$ cat config.mk
export PLATFORM = sky130hd
export DESIGN_NAME = pb_event_detect
export DESIGN_NICKNAME = d
export VERILOG_FILES = /design/src/rtl/pb_event_detect.sv
export SDC_FILE = /design/constraint.sdc
export NUM_CORES = 1
export LEC_CHECK = 0
export CORE_MARGIN = 5
export CORE_UTILIZATION = 59
export CTS_BUF_LIST = sky130_fd_sc_hd__clkbuf_8 sky130_fd_sc_hd__clkbuf_16
export DETAILED_ROUTE_END_ITERATION = 8
export PLACE_DENSITY = 0.79
export SLEW_MARGIN = 20
export SYNTH_ARGS = -nofsm -noshare
export SYNTH_HDL_FRONTEND = slang
export SYNTH_SLANG_ARGS = --single-unit
$ cat constraint.sdc
create_clock -name clk -period 1.9 [get_ports clk]
set_clock_uncertainty 0.2 [all_clocks]
set_input_delay 0.38 -clock clk [delete_from_list [all_inputs] [get_ports clk]]
set_output_delay 0.38 -clock clk [all_outputs]
set_load 0.02 [all_outputs]
$ cat src/rtl/pb_event_detect.sv
// pb_event_detect: multi-channel pushbutton front end.
// Per channel: 2-flop synchroniser -> debouncer -> pressed/released/long_press
// one-cycle event pulses. Channels are independent; only clk and rst_n are shared.
// Optional build macro PB_LONG_REPEAT_EN: when defined, long_press auto-repeats
// every LONG_CYC cycles while held; when undefined it fires once per press.
module pb_event_detect #(
    parameter int N_CH       = 4,
    parameter int DEB_CYC    = 16,
    parameter int LONG_CYC   = 1024,
    parameter bit ACTIVE_LOW = 1'b1
) (
    input  logic            clk,
    input  logic            rst_n,
    input  logic [N_CH-1:0] pb,
    output logic [N_CH-1:0] level,
    output logic [N_CH-1:0] pressed,
    output logic [N_CH-1:0] released,
    output logic [N_CH-1:0] long_press
);

    localparam int DW = $clog2(DEB_CYC + 1);
    localparam int HW = $clog2(LONG_CYC + 1);

    // Count value at which one more disagreeing sample accepts the new level.
    localparam logic [DW-1:0] DEB_LAST  = DW'(DEB_CYC - 1);
    // Count value at which one more held cycle completes a long-press period.
    localparam logic [HW-1:0] HOLD_LAST = HW'(LONG_CYC - 1);
    localparam logic [HW-1:0] HOLD_MAX  = HW'(LONG_CYC);
    // Raw pin value meaning "not pressed"; synchroniser resets to it so that
    // reset release never looks like an edge.
    localparam logic IDLE_RAW = ACTIVE_LOW ? 1'b1 : 1'b0;

    genvar gi;
    generate
        for (gi = 0; gi < N_CH; gi++) begin : g_ch
            logic          sync_a_reg;
            logic          sync_b_reg;
            logic          sample;
            logic [DW-1:0] deb_cnt_reg;
            logic [DW-1:0] deb_cnt_next;
            logic          level_reg;
            logic          level_next;
            logic          level_d_reg;
            logic [HW-1:0] hold_cnt_reg;
            logic [HW-1:0] hold_cnt_next;
            logic          hold_fire;
            logic          pressed_reg;
            logic          released_reg;
            logic          long_reg;

            // Two-flop synchroniser on the raw asynchronous pin.
            always_ff @(posedge clk or negedge rst_n) begin
                if (!rst_n) begin
                    sync_a_reg <= IDLE_RAW;
                    sync_b_reg <= IDLE_RAW;
                end else begin
                    sync_a_reg <= pb[gi];
                    sync_b_reg <= sync_a_reg;
                end
            end

            // Normalise polarity: 1 always means pressed from here on.
            assign sample = ACTIVE_LOW ? ~sync_b_reg : sync_b_reg;

            // Debouncer: count consecutive disagreeing samples; any agreeing
            // sample restarts the count, reaching DEB_CYC flips the level.
            always_comb begin
                deb_cnt_next = '0;
                level_next   = level_reg;
                if (sample != level_reg) begin
                    if (deb_cnt_reg == DEB_LAST) begin
                        level_next = ~level_reg;
                    end else begin
                        deb_cnt_next = deb_cnt_reg + 1'b1;
                    end
                end
            end

            // Hold counter: starts counting from the cycle the pressed pulse is
            // shown and only advances if the level survives this edge, so a
            // release landing on the completing edge suppresses long_press.
            always_comb begin
                hold_cnt_next = '0;
                hold_fire     = 1'b0;
                if (level_reg && level_d_reg && level_next) begin
                    if (hold_cnt_reg == HOLD_LAST) begin
                        hold_fire = 1'b1;
`ifdef PB_LONG_REPEAT_EN
                        hold_cnt_next = '0;
`else
                        hold_cnt_next = HOLD_MAX;
`endif
                    end else if (hold_cnt_reg == HOLD_MAX) begin
                        hold_cnt_next = HOLD_MAX;
                    end else begin
                        hold_cnt_next = hold_cnt_reg + 1'b1;
                    end
                end
            end

            // Channel state and registered one-cycle event pulses.
            always_ff @(posedge clk or negedge rst_n) begin
                if (!rst_n) begin
                    deb_cnt_reg  <= '0;
                    level_reg    <= 1'b0;
                    level_d_reg  <= 1'b0;
                    hold_cnt_reg <= '0;
                    pressed_reg  <= 1'b0;
                    released_reg <= 1'b0;
                    long_reg     <= 1'b0;
                end else begin
                    deb_cnt_reg  <= deb_cnt_next;
                    level_reg    <= level_next;
                    level_d_reg  <= level_reg;
                    hold_cnt_reg <= hold_cnt_next;
                    pressed_reg  <= level_reg & ~level_d_reg;
                    released_reg <= ~level_reg & level_d_reg;
                    long_reg     <= hold_fire;
                end
            end

            assign level[gi]      = level_reg;
            assign pressed[gi]    = pressed_reg;
            assign released[gi]   = released_reg;
            assign long_press[gi] = long_reg;
        end
    endgenerate

endmodule

After elaboration in Yosys (flattened, before gate mapping)
Cells that the tools add are included.
- register bits: 92
- output and inout bits: 16
- input port bits: 6
- word-level logic and storage cells: 124
- bitwise gates (word level): 20
- eq/ne operators: 16
- add/subtract/negate cells: 8
- reduce and logical (&&, ||, !) cells: 8
- multiplexer cells: 36
- operator list (cell ; number):
    $mux 11 ; 12
    $add 11x1->11 const B ; 4
    $eq 11x10->1 const B ; 4
    $eq 11x11->1 const B ; 4
    $mux 5 ; 8
    $add 5x1->5 const B ; 4
    $eq 5x4->1 const B ; 4
    $mux 1 ; 16
    $not 1->1 ; 12
    $and 1x1->1 ; 8
    $logic_and 1x1->1 ; 8
    $ne 1x1->1 ; 4

Longest topological paths before layout
- depth in word-level cells: 5
- depth in mapped cells: 6
- mapped depth without buffers: 5

Worst setup path after synthesis
OpenSTA, ideal clock, no wires.
- path type: reg-to-reg
- from: register g_ch[0].deb_cnt_reg[0]
- to: register g_ch[0].hold_cnt_reg[3]
- setup slack: 0.110 ns
- stages on the path, launching flop included: 7
- data required time: 1.629 ns
- data arrival time: 1.518 ns
- clock period less this slack: 1.790 ns
- setup time: 0.071 ns
- path buffers: 1
- path through: dfrtp_1 > ha_1 > and4b_4 > a21oi_2 > or3b_1 > buf_6 > nor2_1
- cells in the longest elaborated chain, start to end: 5
- ends and longest elaborated chain (element ; line ; source):
    start, declared ; 39 ; logic [DW-1:0] deb_cnt_reg;
    start signal, assigned ; 112 ; deb_cnt_reg <= deb_cnt_next;
    $eq 5x4->1 ; 71 ; if (deb_cnt_reg == DEB_LAST) begin
    $mux 1 ; 71 ;
    $mux 1 ; 70 ; if (sample != level_reg) begin
    $logic_and 1x1->1 ; 85 ; if (level_reg && level_d_reg && level_next) begin
    $mux 11 ; 85 ;
    named net g_ch[0].hold_cnt_next[3] ; 45 ; logic [HW-1:0] hold_cnt_next;
    end signal, assigned ; 115 ; hold_cnt_reg <= hold_cnt_next;
    end, declared ; 44 ; logic [HW-1:0] hold_cnt_reg;
The timed path passes the listed nets, and every way through them passes these cells.

Final worst setup path
- from: register g_ch[1].long_reg
- to: output port long_press[1]
- RTL lines (element ; line ; source):
    start, declared ; 49 ; logic long_reg;
    start signal, assigned ; 118 ; long_reg <= hold_fire;
    end, declared ; 18 ; output logic [N_CH-1:0] long_press
No word-level cell between the ends.

==> results.toml <==
[final_layout]
drive_above_1_share_pct = 15.8
fillers = 488
diodes = 0
final_common_cell = "dfrtp_1"
area_growth_pct = 15.6
nets = 420
multi_input_area_sq_um = 1620
seq_area_sq_um = 2310
largest_reg_flops = 44
fin_cells = 485
fin_area_sq_um = 4690
layout_common_cells = "dfrtp_1, nor2_1, xnor2_1, xor2_1"

[global_routing]
gr-total-overflow = 0
grt_pass1_wl_um = 11300
antenna_found_initial = 0
grt.total_usage_pct = 16.2
grt_max_degree = 93
grt_pass1_vias = 2636

[detailed_routing]
wl_per_cell_um = 13.1
drtPass1Iterations = 4
wl_um = 6380
vias = 2588
drtIter0Drc = 122
vias_per_cell = 5.34
drt.antenna.violating_nets = 0
drcViolationCount = 0

[yosys]
synth_edf_count = 0
synth_cells = 366
synth_ff_type = "dfrtp_1"
ys_seq_area_share_pct = 57.0
yosysWarningCount = 0
synth_seq_cells = 92
synth.net_count = 384
ys_types = 39
synth.cell_area_sq_um = 4060
async_flop_share_pct = 100
syn_area_per_cell_sq_um = 11.1

[worst_setup_path]
cp-start-kind = "register"
reg2reg_depth = 5
cp.required_ns = 1.32
crit_chain = "clkdlybuf4s50_1"
cp-end-kind = "output port"
max_stage_delay_ns = 0.60
r2r_start = "g_ch[3].hold_cnt_reg[0]"
crit_family = "buffers and inverters"
cp_num_buf_inv = 1
slowest_stage = "clkdlybuf4s50_1"
crit_fanout = 1
arrival_ns = 1.27
r2r_slack_ns = 0.07
crit_type = "reg -> out"
rr_endpoint = "g_ch[3].hold_cnt_reg[10]"

[cts]
htreeDepth = 3
worstSkewPairLatency_ns = 0.35
clkTransAtPathRegs_ns = 0.08
cts_sinks = 92
cts_inserted_buffers = 9
clk_root_buffer_cell = "clkbuf_8"
cts_tree = "yes"
clk_path_buf_depth = 2

[pwr]
clkPwrFrac_pct = 38.9
switchingPower_w = 0.000708
power_w = 0.00346
p_per_area_nw_per_um2 = 738
swShare_pct = 20.4
leakagePower_nw = 2.18
combPwrFrac_pct = 2.9
vdd_drop_max_mv = 0.342
p_int_w = 0.00276
p_seq_share_pct = 58.2

[floorplanning]
die_height_um = 92.9
die_area_sq_um = 8640
start_util_pct = 60.1
num_io_pins = 22
core-area_sq_um = 6760
die_w_um = 92.9
rows = 30

[sta]
hold_violations = 0
fmax_mhz = 539
slew_headroom_pct = 68.8
period_share_pct = 97.6
period_minus_slack_ns = 1.85
final-max-slew-violation-count = 0
worst_pin_slew_ns = 0.469
setup_tns_ns = 0
setup_viol = 0
hold_ws_ns = 0.158
rsz0062_at_grt = "false"

[run_status]
outcome = "completed"

[worst_hold_path]
hold_start = "g_ch[1].sync_a_reg"
min_delay_path_depth = 0
hp-class = "reg -> reg"
hold_path_end = "g_ch[1].sync_b_reg"

[place]
dp_hpwl_um = 4230
portBuffers = 21
placed_area_sq_um = 4360
gp_congestion = 0.817
placedCellCount = 466

[flow_run]
max_cap_viol_count = 0
==> power groups by stage <==
stage / registers [W] / clock network (W) / logic (W)
2_1_floorplan: 0.00205 / 0 / 0.0000387
3_3_place_gp: 0.00205 / 0 / 0.0000967
3_5_place_dp: 0.00205 / 0 / 0.000101
4_1_cts: 0.00202 / 0.00138 / 0.000102
5_1_grt: 0.00202 / 0.00147 / 0.000118
6_report: 0.00202 / 0.00135 / 0.0000987
==> worst max-delay path by stage <==
stage	cells after the start	slack [ns]	end	start
floorplan	6	0.11	g_ch[0].hold_cnt_reg[3]	g_ch[0].deb_cnt_reg[0]
global placement	5	0.03	g_ch[0].hold_cnt_reg[7]	g_ch[0].deb_cnt_reg[0]
detailed placement	5	-0.04	g_ch[0].hold_cnt_reg[8]	g_ch[0].deb_cnt_reg[0]
CTS	1	0.0001	level[2]	g_ch[2].level_reg
global route	1	0.002	long_press[1]	g_ch[1].long_reg
finish	1	0.05	long_press[1]	g_ch[1].long_reg
==> final cells by class <==
cell class | instances | area share (%)
Sequential cell | 92 | 49.3
Multi-Input combinational cell | 240 | 34.6
Timing Repair Buffer | 42 | 8.35
Clock buffer | 9 | 2.64
Tap cell | 80 | 2.13
Clock inverter | 5 | 1.68
Inverter | 17 | 1.36
==> metal layers <==
metal,routed length (um),global-route usage (%)
met1,2990,19.8
met4,93,6.23
met5,0,0
met3,209,4.22
met2,3080,27.5
==> cells by family after synthesis <==
logic type | share of synthesized area, %
compound gates | 3.51
fa+ha+maj | 3.70
buf+inv | 5.09
flops | 57.0
xor+xnor | 9.49
simple gates | 21.2
==> synth_stat cells, types with 2 or more instances <==
library cell	number	share of area, %
nand3_1	20	2.5
inv_1	17	1.6
and2_1	9	1.4
nand3b_2	2	0.55
a21oi_1	5	0.62
and3_1	8	1.2
dfrtp_1	84	52
or3b_1	2	0.43
xnor2_1	22	4.7
nor2b_1	11	1.7
nor2_1	54	5.0
nand4_1	8	1.2
buf_4	16	3.0
nand2_1	15	1.4
nor3_1	8	0.99
dfstp_2	8	5.2
and4b_1	2	0.49
o31ai_1	2	0.37
xor2_1	22	4.7
buf_6	2	0.55
and4_1	3	0.65
ha_1	12	3.7
a21boi_0	2	0.37
o21ai_0	6	0.74
nor4_1	11	1.7
o31a_1	2	0.43
==> what timing repair did <==
action                                 CTS  global route
endpoints found under the hold margin   84             0
gates cloned                             0             1
setup endpoints to repair               13            46
hold buffers                             1             0
pin swaps                                0             3
resized for setup                        4            19
setup buffers                            0             3
==> through the flow <==
step                      worst slack (ns)  util, %
after floorplan                      0.110        -
after global placement              0.0330     64.6
after detailed placement           -0.0358     64.6
after CTS                         0.000142     67.7
after global routing               0.00180     69.4
final                               0.0459     69.4
Note: power is estimated with default switching activity, not from simulation.
